--- config.mk ---
export PLATFORM = sky130hd
export DESIGN_NAME = mul4_op_sequencer
export DESIGN_NICKNAME = d
export VERILOG_FILES = /design/src/rtl/mul4_seq_pkg.sv /design/src/rtl/mul4_seq_wdog.sv /design/src/rtl/mul4_op_sequencer.sv
export SDC_FILE = /design/constraint.sdc
export NUM_CORES = 1
export LEC_CHECK = 0
export BUFFER_PORTS_ARGS = -buffer_cell sky130_fd_sc_hd__buf_2
export CORE_UTILIZATION = 42
export DETAILED_ROUTE_END_ITERATION = 10
export HOLD_SLACK_MARGIN = 0.15
export PLACE_DENSITY = 0.72
export SLEW_MARGIN = 20
export SYNTH_ARGS = -nofsm -noshare
export SYNTH_HDL_FRONTEND = slang
export SYNTH_SLANG_ARGS = --single-unit
--- constraint.sdc ---
create_clock -name CK -period 1.2 [get_ports CK]
set_input_delay 0.18 -clock CK [delete_from_list [all_inputs] [get_ports CK]]
set_output_delay 0.18 -clock CK [all_outputs]
set_load 0.02 [all_outputs]
--- src/rtl/mul4_seq_pkg.sv ---
// mul4_seq_pkg: shared types and constants for the 4x4 multiplier sequencer.
//   state_t        sequencer FSM states
//   OP_W / P_W     default operand / product widths of the multiplier
//   wdog_w()       watchdog counter width for a given timeout
package mul4_seq_pkg;

    localparam int OP_W            = 4;
    localparam int P_W             = 2 * OP_W;
    localparam int DEF_TIMEOUT_CYC = 16;

    // Width of a counter that must reach n-1; never narrower than one bit.
    function automatic int wdog_w(input int n);
        return (n > 2) ? $clog2(n) : 1;
    endfunction

    localparam int WDOG_W = wdog_w(DEF_TIMEOUT_CYC);

    typedef enum logic [2:0] {
        IDLE,
        LAUNCH,
        WAIT_LO,
        WAIT_HI,
        HOLD
    } state_t;

endpackage

--- src/rtl/mul4_seq_wdog.sv ---
// mul4_seq_wdog: clearable, enable-gated up-counter with a terminal-count flag.
// Ports:
//   clk  in   clock
//   rst  in   synchronous active-high reset (count -> 0)
//   clr  in   synchronous clear (count -> 0)
//   en   in   count enable
//   tc   out  count equals TC
module mul4_seq_wdog
    import mul4_seq_pkg::*;
#(
    parameter int W  = WDOG_W,
    parameter int TC = DEF_TIMEOUT_CYC - 1
) (
    input  logic clk,
    input  logic rst,
    input  logic clr,
    input  logic en,
    output logic tc
);

    logic [W-1:0] cnt;

    always_ff @(posedge clk) begin
        if (rst || clr) begin
            cnt <= '0;
        end else if (en) begin
            cnt <= cnt + 1'b1;
        end
    end

    assign tc = (cnt == W'(TC));

endmodule

--- src/rtl/mul4_op_sequencer.sv ---
// mul4_op_sequencer: issues operand pairs to a 4x4 shift-add multiplier
// (START/A/B/READY/P) and returns products on a valid/ready stream.
// One operation in flight at a time; a watchdog aborts operations whose
// READY never completes its low-then-high cycle.
//
// Optional feature: define MUL4_ACCUM_EN to accumulate products into an
// ACC_W-bit running sum (cleared by RST or by IN_CLR sent with a pair).
//
// Ports:
//   CK, RST                   clock, synchronous active-high reset
//   IN_VALID/IN_READY         operand handshake; IN_A, IN_B, IN_CLR payload
//   MUL_START, MUL_A, MUL_B   drive to the multiplier
//   MUL_READY, MUL_P          status / product from the multiplier
//   OUT_VALID/OUT_READY       result handshake; OUT_P, OUT_TIMEOUT payload
//   BUSY                      operation in progress
module mul4_op_sequencer #(
    parameter int OP_W        = mul4_seq_pkg::OP_W,
    parameter int P_W         = mul4_seq_pkg::P_W,
    parameter int ACC_W       = 12,
    parameter int TIMEOUT_CYC = mul4_seq_pkg::DEF_TIMEOUT_CYC,
`ifdef MUL4_ACCUM_EN
    localparam int OUT_W      = ACC_W
`else
    localparam int OUT_W      = P_W
`endif
) (
    input  logic             CK,
    input  logic             RST,
    input  logic             IN_VALID,
    output logic             IN_READY,
    input  logic [OP_W-1:0]  IN_A,
    input  logic [OP_W-1:0]  IN_B,
    input  logic             IN_CLR,
    output logic             MUL_START,
    output logic [OP_W-1:0]  MUL_A,
    output logic [OP_W-1:0]  MUL_B,
    input  logic             MUL_READY,
    input  logic [P_W-1:0]   MUL_P,
    output logic             OUT_VALID,
    input  logic             OUT_READY,
    output logic [OUT_W-1:0] OUT_P,
    output logic             OUT_TIMEOUT,
    output logic             BUSY
);
    import mul4_seq_pkg::*;

    localparam int WD_W = wdog_w(TIMEOUT_CYC);

    state_t state, state_nxt;
    logic   waiting, wd_tc, done, expire;

    assign waiting = (state == WAIT_LO) || (state == WAIT_HI);
    // Completion beats a watchdog expiry landing on the same cycle.
    assign done    = (state == WAIT_HI) && MUL_READY;
    assign expire  = waiting && wd_tc && !done;

    mul4_seq_wdog #(
        .W  (WD_W),
        .TC (TIMEOUT_CYC - 1)
    ) u_wdog (
        .clk (CK),
        .rst (RST),
        .clr (state == LAUNCH),
        .en  (waiting),
        .tc  (wd_tc)
    );

    always_ff @(posedge CK) begin
        if (RST) state <= IDLE;
        else     state <= state_nxt;
    end

    always_comb begin
        state_nxt = state;
        case (state)
            IDLE:    if (IN_VALID) state_nxt = LAUNCH;
            LAUNCH:  state_nxt = WAIT_LO;
            // READY low proves the multiplier picked up this START, which
            // also resynchronises after a reset that left it mid-run.
            WAIT_LO: if (expire) state_nxt = HOLD;
                     else if (!MUL_READY) state_nxt = WAIT_HI;
            WAIT_HI: if (done || expire) state_nxt = HOLD;
            HOLD:    if (OUT_READY) state_nxt = IDLE;
            default: state_nxt = IDLE;
        endcase
    end

    assign IN_READY  = (state == IDLE);
    assign BUSY      = (state != IDLE);
    assign MUL_START = (state == LAUNCH) && !RST;

`ifdef MUL4_ACCUM_EN
    logic             clr_q;
    logic [ACC_W-1:0] acc, sum;
    assign sum = (clr_q ? '0 : acc) + ACC_W'(MUL_P);
`else
    wire unused_clr = IN_CLR;
`endif

    always_ff @(posedge CK) begin
        if (RST) begin
            MUL_A       <= '0;
            MUL_B       <= '0;
            OUT_VALID   <= 1'b0;
            OUT_P       <= '0;
            OUT_TIMEOUT <= 1'b0;
`ifdef MUL4_ACCUM_EN
            clr_q       <= 1'b0;
            acc         <= '0;
`endif
        end else begin
            if (state == IDLE && IN_VALID) begin
                MUL_A <= IN_A;
                MUL_B <= IN_B;
`ifdef MUL4_ACCUM_EN
                clr_q <= IN_CLR;
`endif
            end
            if (done) begin
                OUT_VALID   <= 1'b1;
                OUT_TIMEOUT <= 1'b0;
`ifdef MUL4_ACCUM_EN
                OUT_P       <= sum;
                acc         <= sum;
`else
                OUT_P       <= MUL_P;
`endif
            end else if (expire) begin
                // Aborted result: zero payload, accumulator untouched.
                OUT_VALID   <= 1'b1;
                OUT_TIMEOUT <= 1'b1;
                OUT_P       <= '0;
            end else if (state == HOLD && OUT_READY) begin
                OUT_VALID   <= 1'b0;
            end
        end
    end

endmodule
## After elaboration in Yosys (flattened, before gate mapping)

Index checks and enable logic that the tools add are counted.

- Add/subtract/negate cells: 1
- Multipliers: 0
- Divide/modulo/power cells: 0
- Magnitude comparators: 0
- Equality and inequality tests: 9
- Shift-type cells: 0
- Muxes and demuxes: 11
- Bitwise operators: 0
- Reductions and logical operators: 17

Operator list:

| kind | number |
|---|---|
| 2-to-1 mux 8 bit | 2 |
| 2-to-1 mux 3 bit | 5 |
| one-hot mux 3 bit (5 select lines) | 1 |
| == test 3 x 2 -> 1 bit (second input constant) | 2 |
| logical AND 1 bit | 6 |
| nonzero test 3 bit | 2 |
| adder 4 x 1 -> 4 bit (second input constant) | 1 |
| == test 4 bit (second input constant) | 1 |
| inequality test 2 bit (second input constant) | 2 |
| AND reduction 4 bit | 1 |
| == test 3 x 1 -> 1 bit (second input constant) | 1 |
| == test 3 bit (second input constant) | 1 |
| zero test 3 bit | 1 |
| logical OR 1 bit | 3 |
| 2-to-1 mux 1 bit | 3 |
| inequality test 3 bit (second input constant) | 1 |
| zero test 1 bit | 2 |
| inequality test 2 x 1 -> 1 bit (second input constant) | 1 |
| nonzero test 2 bit | 1 |
| OR reduction 2 bit | 1 |

- Register bits: 25
- Bits in latches: 0
- RAM bits: 0
- Memory bits (read-only): 0
- Input port bits: 22
- Output and inout port bits: 21
- Logic and storage cells: 45
- Memories kept: 0

## Depth between registers and ports, before layout

Gate-level depths: netlist of the first run.

- Depth after elaboration: 7
- Depth in mapped cells: 5
- Depth with buffers taken out: 4

## Cells and area by module

A second synthesis of the first run with hierarchy kept.

- Cells, all modules: 119
- Area total of the unflattened synthesis: 1039.7 um2

Modules (own cells, without submodules):

| module | times used | cells an instance | area each (um2) | seq. area each (um2) |
|---|---|---|---|---|
| mul4_op_sequencer | 1 | 101 | 845.8 | 420.4 |
| mul4_seq_wdog | 1 | 18 | 193.9 | 80.1 |

## Least setup slack after synthesis of the first run

Ideal clock, no wire load.

- Kind: reg2out
- From: register state[0]
- To: output MUL_START
- Arrival time: 1.290 ns
- Required time: 1.020 ns
- Setup slack: -0.270 ns
- Stages on the path, launching flop included: 3
- Path buffers: 1
- Cells stage by stage: dfxtp_1 > buf_2 > nor4b_1

- Word-level cells in the longest chain between the ends: 2

RTL lines:

| what | RTL line | RTL |
|---|---|---|
| from (decl) | mul4_op_sequencer.sv:49 | `state_t state, state_nxt;` |
| from (signal assigned) | mul4_op_sequencer.sv:70 | `else state <= state_nxt;` |
| == test 3 x 1 -> 1 bit | mul4_op_sequencer.sv:90 | `assign MUL_START = (state == LAUNCH) && !RST;` |
| logical AND 1 bit | mul4_op_sequencer.sv:90 |  |
| to (decl) | mul4_op_sequencer.sv:34 | `output logic MUL_START,` |

Every way passes these cells.

## Final worst setup path of the first run

- From: register state[2]
- To: register OUT_P[3]

- Word-level cells in the longest chain between the ends: 5
- Elaborated cells on any way between the ends: 9
- Classes of those cells: 2 x eq/ne; 1 x mux; 6 x reduce/logical

RTL lines:

| what | RTL line | RTL |
|---|---|---|
| == test 3 x 2 -> 1 bit (on tied branches) | mul4_op_sequencer.sv:52, mul4_op_sequencer.sv:54 |  |
| logical OR 1 bit or logical AND 1 bit (tied branches) | mul4_op_sequencer.sv:52, mul4_op_sequencer.sv:54 |  |
| logical AND 1 bit or zero test 1 bit (tied branches) | mul4_op_sequencer.sv:55 | `assign expire = waiting && wd_tc && !done;` |
| logical AND 1 bit | mul4_op_sequencer.sv:55 |  |
| nonzero test 2 bit (no source line) | -- |  |
| to (signal assigned) | mul4_op_sequencer.sv:105 | `OUT_P <= '0;` |
| to (signal assigned) | mul4_op_sequencer.sv:126 | `OUT_P <= MUL_P;` |
| to (signal assigned) | mul4_op_sequencer.sv:132 | `OUT_P <= '0;` |
| to (decl) | mul4_op_sequencer.sv:41 | `output logic [OUT_W-1:0] OUT_P,` |

Parallel ways exist; a longest one is shown, timed or not.
A chain may end at the register's enable or synchronous reset.

==> results of run 1 <==
## area by class of cell
type | instances | area share (%)
clock inverter | 1 | 0.398
sequential | 25 | 26.9
inverter | 2 | 0.531
clock buffer | 3 | 1.19
multi-input combinational | 76 | 35.1
timing repair buffer | 82 | 34.0
tap | 28 | 1.86
## per-stage QoR
stage / total power, uW / instances
after floorplan: 1640 / 111
after global placement: 1890 / 184
after detailed placement: 1920 / 184
after CTS: 2550 / 214
after global routing: 2920 / 217
final: 2810 / 217
## cell usage in the layout (no fill, tap or decap), types with 2 or more instances in the layout
cell type      instances
a21oi_2               10
a22o_1                 8
buf_12                 2
buf_2                 39
buf_4                  9
buf_6                 11
clkbuf_4               3
dfxtp_1               20
dfxtp_2                5
dlygate4sd3_1         20
mux2i_1                2
nand2_1               12
nand2_2                7
nand2_4                2
nand2b_1               2
nand3_1                3
nor2_1                 2
nor3b_2                2
## layer usage
layer	track usage, %	up-vias	wire (um)
met2	42.0	47	2010
li1	-	563	-
met4	3.95	0	155
met1	24.0	565	1500
met3	6.09	17	219
met5	0	-	0
## tightest hold or removal path, stage by stage
cell and delay (ns):
buf_2 0.13, a32oi_1 0.10, o22a_1 0.17
## report_power, final
group          internal, uW  total [uW]  switching (uW)  leakage (uW)
Sequential              930         997            67.0      0.000205
Combinational           694        1410             721      0.000598
Clock                   128         403             275     0.0000139
Total                  1750        2810            1060      0.000817
## flip-flops by register name (all words and copies together) (netlist names)
name and count:
u_wdog.cnt 4, state 3, OUT_VALID 1, MUL_B 4, OUT_P 8, MUL_A 4, OUT_TIMEOUT 1
## how the worst min path moves through the flow
stage                  endpoint  cells after the start      start  slack (ns)
finish                 state[0]                      3  MUL_READY        0.27
global route           state[0]                      3  MUL_READY        0.27
CTS                    state[0]                      3  MUL_READY        0.25
detailed placement     OUT_P[7]                      2   MUL_P[7]        0.40
global placement       OUT_P[3]                      2   MUL_P[3]        0.40
floorplan           OUT_TIMEOUT                      1  MUL_READY        0.30
## timing repair
action | 4_1_cts | 5_1_grt
setup endpoints to repair | 21 | 27
setup buffers | 6 | 4
hold endpoints to repair | 20 | 0
hold buffers | 20 | 0
gates resized for setup | 13 | 41
pin swaps | 12 | 31
## logic make-up (layout without fill, tap and decap cells)
kind of cell | count (synthesis) | count (layout) | share of synthesized area (%)
multiplexers | 2 | 2 | 1.88
AO/OA/AOI/OAI | 32 | 32 | 21.2
adder cells (fa/ha/maj) | 1 | 1 | 1.17
buffers and inverters | 10 | 88 | 6.57
flip-flops | 25 | 25 | 46.9
AND/OR/NAND/NOR | 41 | 41 | 22.2
==> qor.txt, run 1 <==
P&R area growth vs syn -> 76.9%
fraction of layout cells with a size suffix above 1 -> 57.7%
Die W -> 52.4 um
Leak -> 0.000817 uW
Yosys reg bits -> 25
ranking of synthesized cells by area -> dfxtp_1, nand2_1, a22o_1
minimum clock period -> 1.59 ns
Distinct cells, synth -> 38
Mapped Avg Cell Area -> 9.60 um^2
maxcap violations -> 0
die span in y -> 52.4 um
CP Capture Type -> register
Power Density -> 1490 nW/um^2
Critical Path RT -> 1.46 ns
initial antenna violation count -> 0
slew at the pin closest to its max-slew limit -> 0.244 ns
fmax -> 630 MHz
post-route cell area -> 1890 um^2
n_diodes -> 0
final setup TNS -> -5.68 ns
worst setup path end -> OUT_P[3]
Residual DRC -> 0
Crit-path slowest cell -> dfxtp_2
Placed Area -> 1380 um^2
crit path cell chain -> buf_12 > buf_6 > buf_8 > nor2b_4 > and4b_2 > a22o_1
Final period util -> 132%
Final WS setup -> -0.388 ns
starting density of the core -> 46.4%
Final Hold Viols -> 0
vias per inst -> 5.49
CTS tree -> built
post-synthesis cell area -> 1070 um^2
Post-Route WL -> 3.89 mm
Layout Skew -> 0.0182 ns
peak supply drop -> 1.41 mV
IO Pins -> 43
core area -> 2300 um^2
worst slack, placed -> -0.111 ns
Worst setup SP type -> register
clock sink count -> 25
pin count of the biggest net entering global routing -> 16
number of enable flip-flop cells after synthesis -> 0
slowest stage delay, CP -> 0.37 ns
fill cell count -> 130
R2R depth -> 6
Yosys top cell by area -> dfxtp_1
WL/cell -> 17.9 um
Reg-to-Reg End -> OUT_P[3]
Largest delay share family, worst path -> simple AND/OR/NAND/NOR gates
drt first-iter violations -> 21
Yosys warnings -> 0
site row count -> 17
via count -> 1192
Worst Path Arrival -> 1.85 ns
die area -> 2740 um^2
Clock Latency Late Sink -> 0.34 ns
FF/Latch Area -> 507 um^2
Port Buffers -> 41
Crit Reg-Reg Startpoint -> state[2]
RSZ-0062 raised after global routing -> yes
gpl congestion -> 0.813
vias in the first global route -> 1038
Critical Path Fanout Max -> 8
HP Class -> in -> reg
Slew headroom -> 83.6%
most common cell in the netlist -> dfxtp_1
CP Launch Point -> state[2]
syn_nets -> 134
status -> complete, but fails checks
H-tree level count -> 1
R2R setup slack -> -0.39 ns
FFs w/ async S/R, synth -> 0%
clock root buffer -> clkbuf_4
post-synthesis sequential area ratio -> 46.9%
Buf/Inv on CP -> 3
Most used DFF post-synth -> dfxtp_1
multi-input logic area -> 662 um^2
First-pass DRT Iterations -> 4
Final Max Tran Viols -> 0
Clock Tree Buf Depth -> 2
Setup Viol. Count Final -> 25
GRT Util Overall -> 22.0%
grt ovf -> 0
Final nets -> 213
final core utilization -> 82.1%
worst setup path category -> reg -> reg
Num CTS Buffers -> 3
Synth Instances -> 111
first-pass GRT wire length -> 4.44 mm
failing checks -> negative setup slack
clock slew at reported path FFs -> 0.15 ns
HPWL Detailed -> 1.74 mm
WP depth -> 6
Yosys top cell area share -> 46.9%
DRT antenna net count -> 0
most frequent cells after synthesis -> dfxtp_1, nand2_1, a21oi_1
hold slack final -> 0.265 ns
Power figures use the tool's default switching activity.
==> run 2: changes to the inputs <==
- PLACE_DENSITY: 0.72 -> 0.73
==> qor.txt, run 2 (synthesis gave the netlist of run 1 again) <==
die area -> 2740 um^2 (unchanged)
Critical Path Fanout Max -> 4 (-4)
IO Pins -> 43 (unchanged)
Clock Tree Buf Depth -> 2 (unchanged)
maxcap violations -> 0 (unchanged)
pin count of the biggest net entering global routing -> 16 (unchanged)
slowest stage delay, CP -> 0.41 ns (+0.04 ns)
n_diodes -> 0 (unchanged)
fin cells -> 220 (+1.4%)
R2R depth -> 5 (-1)
CP Capture Type -> primary output
fraction of layout cells with a size suffix above 1 -> 56.8% (-0.90 points)
Final WS setup -> -0.339 ns (+0.0485 ns)
core area -> 2300 um^2 (unchanged)
minimum clock period -> 1.54 ns (-0.0485 ns)
status -> complete, but fails checks
vias in the first global route -> 1069 (+3.0%)
hold depth -> 4 (+1)
FF/Latch Area -> 508 um^2 (+0.25%)
Slew headroom -> 82.9% (-0.68 points)
die span in y -> 52.4 um (unchanged)
clock slew at reported path FFs -> 0.14 ns (about the same)
crit path cell chain -> buf_6 > or3_4 > inv_4 > buf_6
worst setup path category -> reg -> out
Worst Path Arrival -> 1.36 ns (-0.49 ns)
sw frac -> 36.6% (-1.1 points)
grt ovf -> 0 (unchanged)
peak supply drop -> 1.01 mV (-28%)
met2 WL -> 1.87 mm (-6.9%)
Num CTS Buffers -> 3 (unchanged)
clock root buffer -> clkbuf_4
vias per inst -> 5.55 (+1.1%)
Leak -> 0.000813 uW (-0.51%)
first-pass GRT wire length -> 4.75 mm (+7.0%)
Final Hold Viols -> 0 (unchanged)
starting density of the core -> 46.4% (unchanged)
H-tree level count -> 1 (unchanged)
Crit-path slowest cell -> or3_4
Power Density -> 1500 nW/um^2 (+0.55%)
max FFs per register -> 8 (unchanged)
Residual DRC -> 0 (unchanged)
placed insts -> 191 (+3.8%)
HP Class -> in -> reg
Final period util -> 128% (-4.0 points)
Final nets -> 216 (+1.4%)
Port Buffers -> 41 (unchanged)
Largest delay share family, worst path -> simple AND/OR/NAND/NOR gates
Clock Latency Late Sink -> 0.33 ns (about the same)
met1 WL -> 1.37 mm (-9.2%)
CTS tree -> built
Layout Skew -> 0.0142 ns (-0.00399 ns)
Die W -> 52.4 um (unchanged)
site row count -> 17 (unchanged)
failing checks -> negative setup slack
Critical Path RT -> 1.02 ns (-0.44 ns)
Comb pwr share -> 49.6% (-0.7 points)
Buf/Inv on CP -> 3 (unchanged)
Internal -> 1760 uW (+0.60%)
Post-Route WL -> 3.47 mm (-11%)
clock network fraction of total power -> 14.4% (about the same)
Worst path most repeated cell -> buf_6
WP depth -> 4 (-2)
part of the power in registers -> 36.0% (+0.6 points)
final core utilization -> 80.7% (-1.4 points)
drt first-iter violations -> 30 (+43%)
First-pass DRT Iterations -> 4 (unchanged)
multi-input logic area -> 632 um^2 (-4.5%)
RSZ-0062 raised after global routing -> yes
fill cell count -> 131 (+0.77%)
commonest non-fill, non-tap cell in the layout -> buf_2
clock sink count -> 25 (unchanged)
initial antenna violation count -> 0 (unchanged)
Setup Viol. Count Final -> 22 (-12%)
via count -> 1222 (+2.5%)
largest reg by FF count -> OUT_P
P&R area growth vs syn -> 73.8%
DRT antenna net count -> 0 (unchanged)
Final Max Tran Viols -> 0 (unchanged)
gpl congestion -> 0.770 (-5.3%)
HPWL Detailed -> 1.91 mm (+9.9%)
met3 routed WL -> 169 um (-23%)
GRT Util Overall -> 23.3% (+1.2 points)
Top Metal Used -> met4
Worst setup SP type -> register
WL/cell -> 15.8 um (-12%)
slew at the pin closest to its max-slew limit -> 0.256 ns (+0.0120 ns)
fmax -> 650 MHz (+3.1%)
most frequent cells in the layout -> buf_2, dfxtp_1, dlygate4sd3_1
switching power -> 1020 uW (-4.1%)
==> run 2: changes by cell type in the layout (fill, tap and decap cells not counted), moves of 2 or more <==
cell           delta
a21oi_2           -3
a21oi_1           +3
dlygate4sd3_1     -2
buf_4             +5
buf_6             +3
buf_12            -2
==> run 2: repair_timing <==
action                                  CTS  global route
endpoints found under the hold margin    19             0
pin swaps                                16            20
hold buffers                             18             0
setup buffers                             6             2
endpoints found under the setup margin   24            28
resized for setup                        18            31
==> run 2: layout make-up <==
| class | count | area share (%) |
|---|---|---|
| inverters | 2 | 0.540 |
| clock inverters | 1 | 0.405 |
| clock buffers | 3 | 1.22 |
| flip-flops and latches | 25 | 27.4 |
| repair buffers | 85 | 34.4 |
| multi-input cells | 76 | 34.1 |
| well taps | 28 | 1.89 |
==> run 2: per-layer routing <==
layer  track usage [%]  vias to the layer above
li1                  -                      568
met1              26.5                      594
met2              44.5                       52
met3              2.61                        8
met4              6.58                        0
met5                 0                        -
==> run 2: worst paths after layout <==
check                 start        end  slack [ns]
setup / recovery   state[0]   IN_READY       -0.34
hold / removal    OUT_READY   state[2]        0.16
setup reg to reg   state[0]   OUT_P[2]       -0.16
hold reg to reg   OUT_VALID  OUT_VALID        0.48
==> run 2: worst register-to-register path, cell delays in order, from the launching register on <==
cell     delay (ns)
dfxtp_2        0.35
buf_6          0.12
buf_4          0.16
a32o_2         0.28
a21oi_4        0.24
a22o_1         0.18
==> run 2: power by group through the flow <==
stage	clock network (uW)	logic, uW	registers, uW
6_report	400	1380	1000
5_1_grt	446	1460	1010
4_1_cts	393	1170	972
3_5_place_dp	0	955	989
3_3_place_gp	0	933	984
2_1_floorplan	0	567	1070
==> run 2: metrics by stage <==
stage / total power (uW) / cell area (um^2) / hold slack, ns / setup slack (ns) / TNS (ns)
after detailed placement: 1940 / 1420 / 0.402 / -0.0876 / -1.17
after global routing: 2920 / 1850 / 0.157 / -0.386 / -4.56
after global placement: 1920 / 1420 / 0.401 / -0.0660 / -0.934
after CTS: 2530 / 1730 / 0.170 / -0.330 / -4.33
final: 2780 / 1850 / 0.161 / -0.339 / -3.56
after floorplan: 1640 / 1100 / 0.298 / -0.0271 / -0.209
